`config.mk`:
```
export PLATFORM = sky130hd
export DESIGN_NAME = smag_bcd_display
export DESIGN_NICKNAME = d
export VERILOG_FILES = /design/src/rtl/smag_disp_pkg.sv /design/src/rtl/smag_bcd_display_seg7_encode.sv /design/src/rtl/smag_bcd_display.sv
export SDC_FILE = /design/constraint.sdc
export NUM_CORES = 1
export LEC_CHECK = 0
export CAP_MARGIN = 10
export CORE_ASPECT_RATIO = 1.4
export CORE_MARGIN = 2
export CORE_UTILIZATION = 58
export DETAILED_ROUTE_END_ITERATION = 8
export HOLD_SLACK_MARGIN = 0.06
export PLACE_DENSITY = 0.87
export SLEW_MARGIN = 10
export SYNTH_ARGS = -nofsm -noshare
export SYNTH_HDL_FRONTEND = slang
export SYNTH_HIERARCHICAL = 1
export SYNTH_SLANG_ARGS = --single-unit
```
`constraint.sdc`:
```
create_clock -name clk -period 2.6 [get_ports clk]
set_input_delay 0.52 -clock clk [delete_from_list [all_inputs] [get_ports clk]]
set_output_delay 0.52 -clock clk [all_outputs]
set_load 0.05 [all_outputs]
```
`src/rtl/smag_disp_pkg.sv`:
```
// Package: smag_disp_pkg
// Shared definitions for the sign-magnitude BCD display block:
//   - FSM state encoding (IDLE / SHIFT / DONE)
//   - scan digit index constants (units, tens, hundreds, sign)
//   - 7-bit active-high glyph constants {g,f,e,d,c,b,a} and encoder codes
//   - result field widths and the double-dabble nibble adjust helper
package smag_disp_pkg;

  typedef enum logic [1:0] {
    IDLE  = 2'd0,
    SHIFT = 2'd1,
    DONE  = 2'd2
  } state_t;

  localparam int RESULT_W = 9;
  localparam int SIGN_BIT = 8;
  localparam int MAG_W    = 8;
  localparam int BCD_W    = 12;

  localparam logic [1:0] DIG_UNITS    = 2'd0;
  localparam logic [1:0] DIG_TENS     = 2'd1;
  localparam logic [1:0] DIG_HUNDREDS = 2'd2;
  localparam logic [1:0] DIG_SIGN     = 2'd3;

  localparam logic [3:0] CODE_MINUS = 4'd10;
  localparam logic [3:0] CODE_BLANK = 4'd15;

  localparam logic [6:0] GLYPH_0     = 7'h3F;
  localparam logic [6:0] GLYPH_1     = 7'h06;
  localparam logic [6:0] GLYPH_2     = 7'h5B;
  localparam logic [6:0] GLYPH_3     = 7'h4F;
  localparam logic [6:0] GLYPH_4     = 7'h66;
  localparam logic [6:0] GLYPH_5     = 7'h6D;
  localparam logic [6:0] GLYPH_6     = 7'h7D;
  localparam logic [6:0] GLYPH_7     = 7'h07;
  localparam logic [6:0] GLYPH_8     = 7'h7F;
  localparam logic [6:0] GLYPH_9     = 7'h6F;
  localparam logic [6:0] GLYPH_MINUS = 7'h40;
  localparam logic [6:0] GLYPH_BLANK = 7'h00;

  // Double-dabble correction: any BCD nibble >= 5 gets +3 so that the
  // following left shift carries correctly into the next decimal digit.
  function automatic logic [BCD_W-1:0] dabble_adjust(input logic [BCD_W-1:0] b);
    logic [BCD_W-1:0] r;
    r = b;
    for (int i = 0; i < BCD_W / 4; i++) begin
      if (b[i*4 +: 4] >= 4'd5) r[i*4 +: 4] = b[i*4 +: 4] + 4'd3;
    end
    return r;
  endfunction

endpackage

```
`src/rtl/smag_bcd_display_seg7_encode.sv`:
```
// Module: seg7_encode
// Combinational glyph lookup for one display digit.
// Ports:
//   code  in   4  0-9 = decimal digit, 10 = minus, 15 (and others) = blank
//   seg   out  7  active-high segments {g,f,e,d,c,b,a}
// Polarity inversion for the board is handled by the parent.
module seg7_encode
  import smag_disp_pkg::*;
(
  input  logic [3:0] code,
  output logic [6:0] seg
);

  always_comb begin
    seg = GLYPH_BLANK;
    case (code)
      4'd0:       seg = GLYPH_0;
      4'd1:       seg = GLYPH_1;
      4'd2:       seg = GLYPH_2;
      4'd3:       seg = GLYPH_3;
      4'd4:       seg = GLYPH_4;
      4'd5:       seg = GLYPH_5;
      4'd6:       seg = GLYPH_6;
      4'd7:       seg = GLYPH_7;
      4'd8:       seg = GLYPH_8;
      4'd9:       seg = GLYPH_9;
      CODE_MINUS: seg = GLYPH_MINUS;
      default:    seg = GLYPH_BLANK;
    endcase
  end

endmodule

```
`src/rtl/smag_bcd_display.sv`:
```
// Module: smag_bcd_display
// Takes the 9-bit sign-magnitude ALU result, converts the magnitude to three
// BCD digits with a sequential double-dabble (one shift per clock) and drives
// a 4-digit multiplexed 7-segment display: sign, hundreds, tens, units.
// Parameters:
//   REFRESH_DIV     clocks each digit stays enabled before the scan advances (>=2)
//   SEG_ACTIVE_LOW  1: seg driven active-low, 0: active-high
// Ports:
//   clk, rst    clock and asynchronous active-high reset
//   in_valid    in_result holds a new value; in_ready: value can be taken
//   in_result   [8]=sign (1=negative), [7:0]=magnitude
//   conv_done   one-cycle pulse after the display registers update
//   an          one-hot digit enable, [0]=units [1]=tens [2]=hundreds [3]=sign
//   seg         segments {g,f,e,d,c,b,a}
// Configuration macro: LEADING_ZERO_BLANK_EN blanks leading zero hundreds/tens.
module smag_bcd_display
  import smag_disp_pkg::*;
#(
  parameter int REFRESH_DIV    = 50000,
  parameter bit SEG_ACTIVE_LOW = 1'b1
) (
  input  logic                clk,
  input  logic                rst,
  input  logic                in_valid,
  output logic                in_ready,
  input  logic [RESULT_W-1:0] in_result,
  output logic                conv_done,
  output logic [3:0]          an,
  output logic [6:0]          seg
);

  localparam int CNT_W = $clog2(REFRESH_DIV);

  state_t             state, state_nxt;
  logic               accept;
  logic               sign_r;
  logic [MAG_W-1:0]   mag_sh;
  logic [BCD_W-1:0]   bcd;
  logic [2:0]         shift_cnt;
  logic [3:0]         disp_h, disp_t, disp_u;
  logic               disp_neg;
  logic [CNT_W-1:0]   refresh_cnt;
  logic [1:0]         scan_idx;
  logic [3:0]         code;
  logic [6:0]         seg_hi;

  assign in_ready = (state == IDLE) || (state == DONE);
  assign accept   = in_valid && in_ready;

  always_ff @(posedge clk or posedge rst) begin
    if (rst) state <= IDLE;
    else     state <= state_nxt;
  end

  // Eight SHIFT cycles (shift_cnt 0..7), then one DONE cycle that may accept
  // the next value directly, giving one accept per 9 cycles at best.
  always_comb begin
    state_nxt = state;
    case (state)
      IDLE:    if (accept) state_nxt = SHIFT;
      SHIFT:   if (shift_cnt == 3'd7) state_nxt = DONE;
      DONE:    state_nxt = accept ? SHIFT : IDLE;
      default: state_nxt = IDLE;
    endcase
  end

  always_ff @(posedge clk or posedge rst) begin
    if (rst) begin
      sign_r    <= 1'b0;
      mag_sh    <= '0;
      bcd       <= '0;
      shift_cnt <= '0;
    end else if (accept) begin
      sign_r    <= in_result[SIGN_BIT];
      mag_sh    <= in_result[MAG_W-1:0];
      bcd       <= '0;
      shift_cnt <= '0;
    end else if (state == SHIFT) begin
      {bcd, mag_sh} <= {dabble_adjust(bcd), mag_sh} << 1;
      shift_cnt     <= shift_cnt + 3'd1;
    end
  end

  // Commit happens on the DONE edge; a negative zero keeps the sign blank.
  always_ff @(posedge clk or posedge rst) begin
    if (rst) begin
      disp_h    <= '0;
      disp_t    <= '0;
      disp_u    <= '0;
      disp_neg  <= 1'b0;
      conv_done <= 1'b0;
    end else begin
      conv_done <= (state == DONE);
      if (state == DONE) begin
        disp_h   <= bcd[11:8];
        disp_t   <= bcd[7:4];
        disp_u   <= bcd[3:0];
        disp_neg <= sign_r && (bcd != '0);
      end
    end
  end

  // Free-running scan, unaffected by conversions.
  always_ff @(posedge clk or posedge rst) begin
    if (rst) begin
      refresh_cnt <= '0;
      scan_idx    <= DIG_UNITS;
    end else if (refresh_cnt == CNT_W'(REFRESH_DIV - 1)) begin
      refresh_cnt <= '0;
      scan_idx    <= scan_idx + 2'd1;
    end else begin
      refresh_cnt <= refresh_cnt + CNT_W'(1);
    end
  end

  always_comb begin
    code = disp_u;
    case (scan_idx)
      DIG_UNITS: code = disp_u;
      DIG_TENS: begin
        code = disp_t;
`ifdef LEADING_ZERO_BLANK_EN
        if (disp_h == 4'd0 && disp_t == 4'd0) code = CODE_BLANK;
`endif
      end
      DIG_HUNDREDS: begin
        code = disp_h;
`ifdef LEADING_ZERO_BLANK_EN
        if (disp_h == 4'd0) code = CODE_BLANK;
`endif
      end
      default: code = disp_neg ? CODE_MINUS : CODE_BLANK;
    endcase
  end

  assign an = 4'b0001 << scan_idx;

  seg7_encode u_seg7_encode (
    .code (code),
    .seg  (seg_hi)
  );

  assign seg = SEG_ACTIVE_LOW ? ~seg_hi : seg_hi;

endmodule
```
==> metrics.md <==
| Metric | Value |
|---|---|
| Status | `finished with violations` |
| Failing checks | `negative setup slack` |
| Initial antenna violation count | `0` |
| GPL Wtd Cong | `just over 0.8` |
| Min-delay src | `mag_sh[1]` |
| Dpl hpwl | `4070 um` |
| Placement Rows | `30` |
| Synth unique cells | `47` |
| Main synth FF type | `dfrtp_1` |
| Register bit total from synthesis | `slightly below 60` |
| Rel. slew slack | `55.9%` |
| Routed vias | `2215` |
| Largest fanout on the critical path | `5` |
| Synthesis-to-layout area growth | `25.5%` |
| Largest family of logic cells by synthesized area | `compound AO/OA/AOI/OAI gates` |
| Max Cap Viol | `0` |
| RSZ-0062 raised after global routing | `yes` |
| Initial drt markers | `69` |
| Final Max Slew Viols | `0` |
| HP Class | `reg -> reg` |
| Min Tclk post-route | `between 2 and 3 ns` |
| PwrDens | `1230 mW/mm2` |
| CP Launch Point | `scan_idx[1]` |
| Fin crit share | `104%` |
| Met3 wire length | `189 um` |
| Post-Syn Area | `~0.003 mm2` |
| Port Buffers | `24` |
| Switching share of power | `roughly two fifths` |
| Die Y | `88.9 um` |
| Critical-path cell list | `inv_4, ha_4, a22oi_2, a22oi_2, ha_2, mux2_4, o22ai_2, inv_1, buf_12` |
| Post-synth EDFFs | `0` |
| Post-Syn Area per Cell | `roughly 10 um2` |
| H-Tree Depth | `3` |
| Max stage delay on crit path | `0.44 ns` |
| CORE AREA | `0.00492 mm2` |
| I/O Pins | `25` |
| Synth Area in Adders | `between 8 and 9%` |
| Post-Synth XOR/XNOR Area | `5.57%` |
| Cell mode on critical path | `a22oi_2` |
| Final ANT Viol Nets | `0` |
| Post-Layout Cell Count | `about 390` |
| Sum Neg Setup Slack | `-0.507 ns` |
| Yosys Warn Count | `6` |
| Final setup fails | `7` |
| Slowest cell on the critical path | `dfrtp_2` |
| ANT cells | `0` |
| Clk sinks | `58` |
| Ys async rst share | `between 90% and 100%` |
| DRT met1 WL | `2430 um` |
| GRT Total Usage | `23.5%` |
| Startpoint Class | `register` |
| Post-synthesis mux area share | `~4.5%` |
| Sw power | `1.88 mW` |
| Clk_skew | `between 0.008 and 0.009 ns` |
| First-pass GRT wire length | `slightly above 10000 um` |
| Critical Setup Path Class | `reg -> out` |
| Die width | `64.7 um` |
| Mapped Cells | `approximately 290` |
| Avg Vias per Cell | `5.72` |
| Final Net Count | `about 350` |
| Syn nets | `318` |
| Leakage power | `1.69 nW` |
| Seq/Total Area, Yosys | `48.6%` |
| Setup WS post-layout | `-0.116 ns` |
| Hold violation count in the final report | `0` |
| Final core occ | `roughly three quarters` |
| Final WL | `approximately 6100 um` |
| VDD IR-drop max | `~0.93 mV` |
| Clk network pwr share | `between 10% and 20%` |
| Largest net degree at the start of global routing | `38` |
| Fmax achieved | `between 0.3 and 0.4 GHz` |
| Synth Area in Compound Gates | `14.0%` |
| Placed cell count | `about 370` |
| Aggregate global routing overflow | `0` |
| CTS root buffer | `clkbuf_8` |
| Combinational share of power | `between 50% and 60%` |
| Sequential power share | `30.4%` |
| Max Used Layer | `met4` |
| WL/cell | `15.7 um` |
| Slew @ Worst Pin | `0.660 ns` |
| Total power | `4.63 mW` |
| Routed wl met2 | `3310 um` |
| CTS tree | `yes` |
| Req. time, crit path | `2.08 ns` |
| Deepest clock path buffer count | `2` |
| # DRC | `0` |
| Synth Area in Simple Gates | `13.6%` |
| CTS Buf Count | `9` |
| RR Startpoint | `refresh_cnt[0]` |
| Crit path arrival time | `between 2 and 2.5 ns` |
| Final hold slack | `0.481 ns` |
| CP endpoint kind | `output port` |
| Drt first pass iters | `5` |
| Share of layout cells above drive strength 1 | `26.0%` |
| Die Area | `0.00575 mm2` |
| Vias in the first global route | `2279` |
| CTS clk-pin slew, worst paths | `0.06 ns` |
| Starting Density | `60.8%` |
| Clock Latency Late Sink | `0.33 ns` |
| Internal | `2.75 mW` |
Yosys cell counts (4+ instances only):
library cell / count / area [um2]
a22oi_1: 13 / 97.6
nor2_1: 13 / 48.8
a21oi_1: 10 / 50.1
nand2_1: 28 / 105
nand3_1: 8 / 40.0
nand2b_1: 4 / 25.0
mux2_2: 7 / 78.8
nor3_1: 4 / 20.0
dfrtp_1: 58 / 1450
xor2_1: 7 / 61.3
o21ai_0: 14 / 70.1
nand4_1: 4 / 25.0
ha_1: 21 / 263
xnor2_1: 12 / 105
a22o_1: 6 / 52.6
inv_1: 24 / 90.1
o22ai_1: 5 / 31.3
buf_2: 4 / 20.0
metal layers:
metal,global-route usage (%),vias to the layer above
met5,0,-
met4,12.2,0
met3,5.16,14
met2,42.9,50
met1,25.7,1083
li1,-,1068
cell families after synthesis:
group / Yosys count
and+or+nand+nor: 78
AOI/OAI and AO/OA: 62
DFF: 58
buffers and inverters: 35
adders and majority gates: 21
xor gates and xnor gates: 19
muxes: 12
critical path: cells and delay by family, from the launching register on:
family                     cells  cell delay [ns]
AOI/OAI and AO/OA              3             0.45
DFF                            1             0.44
adders and majority gates      2             0.40
buffers and inverters          3             0.31
muxes                          1             0.27
per-stage QoR:
step | cell area, um2 | setup WS (ns)
2_1_floorplan | 3000 | 0.0292
3_3_place_gp | 3370 | 0.167
3_5_place_dp | 3370 | 0.0683
4_1_cts | 3740 | -0.0745
5_1_grt | 3750 | -0.180
6_report | 3750 | -0.116
registers in the layout (all words and copies together) (netlist names):
| name | count |
|---|---|
| disp_t | 4 |
| conv_done | 1 |
| sign_r | 1 |
| disp_u | 4 |
| disp_neg | 1 |
| scan_idx | 2 |
| shift_cnt | 3 |
| bcd | 12 |
| refresh_cnt | 16 |
| state | 2 |
| disp_h | 4 |
| mag_sh | 8 |
power groups by stage:
stage	registers [mW]	logic [mW]	clock network, mW
floorplan	1.34	1.51	0
global placement	1.39	2.10	0
detailed placement	1.41	2.19	0
CTS	1.40	2.37	0.824
global route	1.44	2.61	0.864
finish	1.41	2.41	0.814
layout make-up:
class / instances / area [um2]
clock buffer: 11 / 151
clock inverter: 3 / 40.0
fill: 318 / 1170
inverter: 26 / 109
multi-input combinational: 192 / 1520
sequential: 58 / 1450
tap: 64 / 80.1
timing repair buffer: 33 / 394
repair_timing:
item,4_1_cts,5_1_grt
resized for setup,33,5
setup buffers,5,0
endpoints found under the setup margin,7,7
pin swaps,6,6
cloned,0,0
hold buffers,0,0
worst paths after layout:
| path | to | slack, ns | cells past startpoint |
|---|---|---|---|
| setup reg to reg | scan_idx[1] | 0.84 | 5 |
| min in group asynchronous | refresh_cnt[5] | 0.52 | 2 |
| hold / removal | mag_sh[1] | 0.48 | 2 |
| hold reg to reg | mag_sh[1] | 0.48 | 2 |
| setup / recovery | seg[6] | -0.12 | 9 |
| max in group asynchronous | scan_idx[0] | 1.51 | 3 |
cell usage in the layout, fill, tap and decap left out, types with 4 or more instances in the layout:
| cell | netlist | final |
|---|---|---|
| a21oi_1 | 10 | 6 |
| a21oi_2 | 0 | 4 |
| a22o_1 | 6 | 6 |
| a22oi_1 | 13 | 9 |
| a22oi_2 | 0 | 4 |
| buf_12 | 0 | 8 |
| buf_4 | 1 | 7 |
| clkbuf_8 | 0 | 11 |
| clkdlybuf4s50_1 | 0 | 17 |
| dfrtp_1 | 58 | 56 |
| ha_1 | 21 | 12 |
| ha_4 | 0 | 6 |
| inv_1 | 24 | 14 |
| inv_2 | 2 | 8 |
| mux2_2 | 7 | 7 |
| nand2_1 | 28 | 26 |
| nand2b_1 | 4 | 4 |
| nand3_1 | 8 | 8 |
| nand4_1 | 4 | 4 |
| nor2_1 | 13 | 13 |
| nor3_1 | 4 | 4 |
| o21ai_0 | 14 | 11 |
| o22ai_1 | 5 | 5 |
| xnor2_1 | 12 | 12 |
| xor2_1 | 7 | 7 |
No activity file was read; power rests on OpenSTA's default activity.
